$ cat src/rtl/clock_divider_multi.sv
// clock_divider_multi: multi-channel programmable 50% duty clock divider.
// Each channel toggles its clk_out every half_q input cycles. New half-periods
// arrive over a valid/ready config port. A running channel only picks up a new
// value at a period boundary (clk_out 1->0), so outputs never produce runt pulses.
// Optional feature macro: CLKDIV_TICK_EN adds tick_out, a registered one-cycle
// pulse on every 0->1 transition of the matching clk_out.

module clock_divider_multi #(
    parameter int  NUM_CH       = 4,
    parameter int  CNT_W        = 32,
    parameter int  DEFAULT_HALF = 25_000_000,
    localparam int CH_W         = (NUM_CH > 1) ? $clog2(NUM_CH) : 1
) (
    input  logic              clk_in,
    input  logic              reset,
    input  logic [NUM_CH-1:0] en,
    input  logic              cfg_valid,
    output logic              cfg_ready,
    input  logic [CH_W-1:0]   cfg_ch,
    input  logic [CNT_W-1:0]  cfg_half,
    output logic              cfg_err,
`ifdef CLKDIV_TICK_EN
    output logic [NUM_CH-1:0] tick_out,
`endif
    output logic [NUM_CH-1:0] clk_out
);

    typedef enum logic [1:0] {
        CH_IDLE,
        CH_RUN,
        CH_DRAIN
    } ch_state_e;

    localparam logic [CNT_W-1:0] DEFAULT_HALF_L = CNT_W'(DEFAULT_HALF);
    localparam logic [CNT_W-1:0] ONE            = CNT_W'(1);

    logic              chInRange;
    logic              halfIsZero;
    logic [NUM_CH-1:0] chSel;
    logic [NUM_CH-1:0] pendVec;
    logic              cfgErr_d;
    logic              cfgErr_q;

    // Decode the config request: target channel, readiness and illegality.
    always_comb begin
        chInRange  = ({1'b0, cfg_ch} < (CH_W+1)'(NUM_CH));
        halfIsZero = (cfg_half == '0);
        chSel      = '0;
        for (int i = 0; i < NUM_CH; i++) begin
            chSel[i] = chInRange && (cfg_ch == CH_W'(i));
        end
        cfg_ready = ~|(chSel & pendVec);
        cfgErr_d  = cfg_valid && cfg_ready && (!chInRange || halfIsZero);
    end

    // Error flag: one-cycle pulse after an illegal request is discarded.
    always_ff @(posedge clk_in or posedge reset) begin
        if (reset) begin
            cfgErr_q <= 1'b0;
        end else begin
            cfgErr_q <= cfgErr_d;
        end
    end

    assign cfg_err = cfgErr_q;

    for (genvar g = 0; g < NUM_CH; g++) begin : gen_ch
        ch_state_e        state;
        logic [CNT_W-1:0] cnt_q;
        logic [CNT_W-1:0] cnt_d;
        logic [CNT_W-1:0] half_q;
        logic [CNT_W-1:0] half_d;
        logic [CNT_W-1:0] pend_q;
        logic [CNT_W-1:0] pend_d;
        logic             clk_q;
        logic             clk_d;
        logic             pendV_q;
        logic             pendV_d;
        logic             wrap;
        logic             boundary;
        logic             accept;

        // Channel next state: count, toggle, apply pending half at boundary, take config.
        always_comb begin
            state    = CH_IDLE;
            cnt_d    = cnt_q;
            clk_d    = clk_q;
            half_d   = half_q;
            pend_d   = pend_q;
            pendV_d  = pendV_q;
            boundary = 1'b0;
            wrap     = (cnt_q == (half_q - ONE));
            accept   = cfg_valid && cfg_ready && !halfIsZero && chSel[g];

            if (en[g]) begin
                state = CH_RUN;
            end else if (clk_q) begin
                state = CH_DRAIN;
            end

            if (state == CH_IDLE) begin
                cnt_d = '0;
            end else if (wrap) begin
                cnt_d    = '0;
                clk_d    = ~clk_q;
                boundary = clk_q;
            end else begin
                cnt_d = cnt_q + ONE;
            end

            if (boundary && pendV_q) begin
                half_d  = pend_q;
                pendV_d = 1'b0;
            end

            if (accept) begin
                if (state == CH_IDLE) begin
                    half_d = cfg_half;
                end else begin
                    pend_d  = cfg_half;
                    pendV_d = 1'b1;
                end
            end
        end

        // Channel state registers; reset restores the default half-period.
        always_ff @(posedge clk_in or posedge reset) begin
            if (reset) begin
                cnt_q   <= '0;
                clk_q   <= 1'b0;
                half_q  <= DEFAULT_HALF_L;
                pend_q  <= '0;
                pendV_q <= 1'b0;
            end else begin
                cnt_q   <= cnt_d;
                clk_q   <= clk_d;
                half_q  <= half_d;
                pend_q  <= pend_d;
                pendV_q <= pendV_d;
            end
        end

        assign pendVec[g] = pendV_q;
        assign clk_out[g] = clk_q;

`ifdef CLKDIV_TICK_EN
        logic tick_q;

        // Tick pulse registered on the same edge that raises clk_out.
        always_ff @(posedge clk_in or posedge reset) begin
            if (reset) begin
                tick_q <= 1'b0;
            end else begin
                tick_q <= (state != CH_IDLE) && wrap && !clk_q;
            end
        end

        assign tick_out[g] = tick_q;
`endif
    end

endmodule

$ cat config.mk
export PLATFORM = sky130hd
export DESIGN_NAME = clock_divider_multi
export DESIGN_NICKNAME = d
export VERILOG_FILES = /design/src/rtl/clock_divider_multi.sv
export SDC_FILE = /design/constraint.sdc
export NUM_CORES = 1
export LEC_CHECK = 0
export ABC_CLOCK_PERIOD_IN_PS = 39600
export CAP_MARGIN = 25
export CELL_PAD_IN_SITES_DETAIL_PLACEMENT = 0
export CELL_PAD_IN_SITES_GLOBAL_PLACEMENT = 1
export CORE_MARGIN = 2
export CORE_UTILIZATION = 39
export DETAILED_ROUTE_END_ITERATION = 10
export HOLD_SLACK_MARGIN = 0.02
export PLACE_DENSITY = 0.75
export SETUP_SLACK_MARGIN = 0.2
export SYNTH_ARGS = -nofsm -noshare
export SYNTH_HDL_FRONTEND = slang
export SYNTH_SLANG_ARGS = --single-unit
$ cat constraint.sdc
create_clock -name clk_in -period 39.6 [get_ports clk_in]
set_input_delay 7.92 -clock clk_in [delete_from_list [all_inputs] [get_ports clk_in]]
set_output_delay 7.92 -clock clk_in [all_outputs]
set_load 0.05 [all_outputs]
==> flow_metrics.py <==
metrics = {
    "layout": {
        "instances_no_fill": 3211,
        "area_delta_synth_final_pct": 12.3,
        "fin_util_pct": 44.2,
        "final_common_cell": "dfrtp_1",
        "most-common-layout-cells": "dfrtp_1 (345), nor2_1 (298), nand2_1 (204)",
        "drive_gt1_share_pct": 14.4,
        "nets": 2455,
    },
    "clock_network": {
        "root_buffer": "clkbuf_16",
        "cts_resized": 0,
        "clk_pin_slew_ns": 0.06,
        "cts_setup_buffers": 0,
        "cts_tree": "built",
        "cts_max_path_buffers": 3,
        "clock-sinks": 393,
        "htree_levels": 2,
        "hold_buffers": 0,
        "insertion_delay_ns": 0.60,
        "cts_buffers": 45,
    },
    "setup_path": {
        "crit_arrival_ns": 9.95,
        "end_kind": "output pin",
        "cp_num_buf_inv": 3,
        "required_ns": 31.68,
        "worst_setup_path_start_kind": "input port",
        "path_delay_family": "buffers and inverters",
        "cp_cell_sequence": "clkdlybuf4s50_1 -> mux4_2 -> inv_1 -> clkdlybuf4s50_1",
        "worstSetupPathType": "in2out",
        "cpMostUsedCell": "clkdlybuf4s50_1",
        "crit_path_top_delay_cell": "clkdlybuf4s50_1",
        "cp_max_fo": 5,
        "critPathMaxStageDelay_ns": 0.82,
    },
    "power_and_ir_drop": {
        "switchingPower_w": 0.000423,
        "p_sw_share_pct": 30.9,
        "power.internal_w": 0.000947,
        "pwr-share-seq_pct": 46.4,
        "power_leakage_nw": 9.72,
        "p_comb_share_pct": 20.0,
        "worst_ir_drop_vdd_v": 0.0000356,
        "p_total_w": 0.00137,
        "p_per_area_nw_per_um2": 53.9,
        "p_clk_share_pct": 33.6,
    },
    "sta": {
        "finalClockSkew_ns": 0.0286,
        "timing.fmax_ghz": 0.0560,
        "tns_ns": 0,
        "slew_headroom_pct": 30.4,
        "report.final.setup_viol": 0,
        "min_period_over_period_pct": 45.1,
        "finalMaxSlewViolations": 0,
        "worst_hold_slack_ns": 0.501,
        "rsz0062_at_grt": "false",
        "fin_crit_ns": 17.87,
        "tightest_slew_ns": 1.04,
        "hold_viol": 0,
    },
    "global_route": {
        "use_met2_pct": 33.1,
        "grt_pass1_vias": 18700,
        "busiest_layer": "met2",
        "gr-total-overflow": 0,
        "grt_pass1_wl_mm": 101,
        "use_met3_pct": 5.24,
        "track_usage_pct": 20.7,
        "met1_usage_pct": 27.9,
        "grt_antenna_before_repair": 4,
        "grt_start_max_net_pins": 181,
    },
    "floorplan": {
        "fp-row-count": 88,
        "fp.dieArea_um2": 60100,
        "core_area_um2": 57600,
        "initial_core_util_pct": 39.4,
        "dieHeight_um": 245,
        "die_width_um": 245,
        "io-pin-count": 47,
    },
    "route": {
        "vias": 18400,
        "initialDrtViolationCount": 1504,
        "wl_per_cell_um": 19.4,
        "wl_mm": 62.3,
        "ant_nets": 0,
        "drc_errors": 0,
        "first_pass_iters": 6,
        "vias_per_cell": 5.73,
    },
    "logic_synthesis": {
        "synth_nets": 2499,
        "synth_edf_count": 0,
        "synth_top_area_share_pct": 38.1,
        "netlist_instances": 2450,
        "ys_types": 86,
        "ys.warnings.count": 0,
        "ys_top_cells_by_area": "dfrtp_1 (38%), mux2_2 (6.6%), xor2_1 (5.6%)",
        "syn_area_per_cell_um2": 9.25,
        "synthArstFlopShare_pct": 100,
        "synth-seq-area-share_pct": 43.7,
        "ys_seq_elements": 393,
        "ys.flop_type": "dfrtp_1",
        "yosysTopAreaCell": "dfrtp_1",
        "syn_area_um2": 22700,
    },
    "place": {
        "finalWeightedCongestion": 0.859,
        "dp_cells": 3119,
        "dp_hpwl_mm": 41.3,
        "numPortBuffers": 46,
    },
    "min_path": {
        "hp-class": "reg2reg",
    },
    "run_status": {
        "status": "complete, no violations",
    },
    "run": {
        "drv_cap": 0,
    },
}
-- through the flow --
stage	setup WS (ns)	area [um2]
floorplan	20.83	22700
finish	21.73	25400
global placement	21.78	23700
global route	21.68	25400
detailed placement	21.76	23700
CTS	21.74	25300
-- worst paths after layout --
path / startpoint / end / slack [ns] / cells after the start
hold / removal: gen_ch[3].pend_q[6] / gen_ch[3].pend_q[6] / 0.50 / 1
setup / recovery: cfg_ch[1] / cfg_ready / 21.73 / 4
min in group asynchronous: reset / gen_ch[0].cnt_q[20] / 7.78 / 2
setup reg to reg: gen_ch[1].half_q[0] / gen_ch[1].half_q[1] / 35.20 / 9
max in group asynchronous: reset / gen_ch[3].cnt_q[18] / 29.64 / 4
hold reg to reg: gen_ch[3].pend_q[6] / gen_ch[3].pend_q[6] / 0.50 / 1
-- final cells by class --
type | count | area [um2]
clock buffer | 60 | 1280
timing repair buffer | 81 | 836
sequential | 393 | 9890
tap | 765 | 957
inverter | 30 | 120
fill | 5431 | 32100
clock inverter | 24 | 349
antenna | 3 | 7.51
multi-input combinational | 1855 | 12000
-- sequential cells by signal, indices dropped and copies added, names as in the netlist --
name and count:
gen_ch.cnt_q 128, gen_ch.half_q 128, gen_ch.pend_q 128, gen_ch.clk_q 4, gen_ch.pendV_q 4, cfg_err 1
-- layer usage --
layer / share of wire (%) / up-vias
li1: - / 8650
met1: 44 / 9163
met2: 46 / 467
met3: 7.8 / 106
met4: 2.3 / 6
met5: 0.061 / -
-- power by group through the flow --
stage | Combinational (W) | Clock, W | Sequential (W)
2_1_floorplan | 0.000235 | 0 | 0.000593
3_3_place_gp | 0.000261 | 0 | 0.000637
3_5_place_dp | 0.000272 | 0 | 0.000642
4_1_cts | 0.000273 | 0.000471 | 0.000636
5_1_grt | 0.000306 | 0.000488 | 0.000653
6_report | 0.000274 | 0.000461 | 0.000636
-- synth_stat cells (all sizes together), types with 9 or more instances --
cell type	count
a21o	9
a21oi	20
a31oi	83
and3	61
buf	40
clkbuf	132
dfrtp	345
dfstp	48
inv	30
mux2	134
mux2i	9
nand2	205
nand2b	16
nand3	191
nand3b	15
nand4	54
nor2	302
nor2b	19
nor3	60
nor4	60
nor4b	10
o211ai	59
o21ai	90
o31ai	18
or3	16
or4	32
xnor2	125
xor2	145
-- cells by family after synthesis --
group / share of synthesized area, %
buffers and inverters: 3.68
adder cells (fa/ha/maj): 0.442
multiplexers: 7.15
flip-flops: 43.7
AO/OA/AOI/OAI: 10.6
XOR/XNOR: 10.4
AND/OR/NAND/NOR: 24.1
Power figures use the tool's default switching activity.
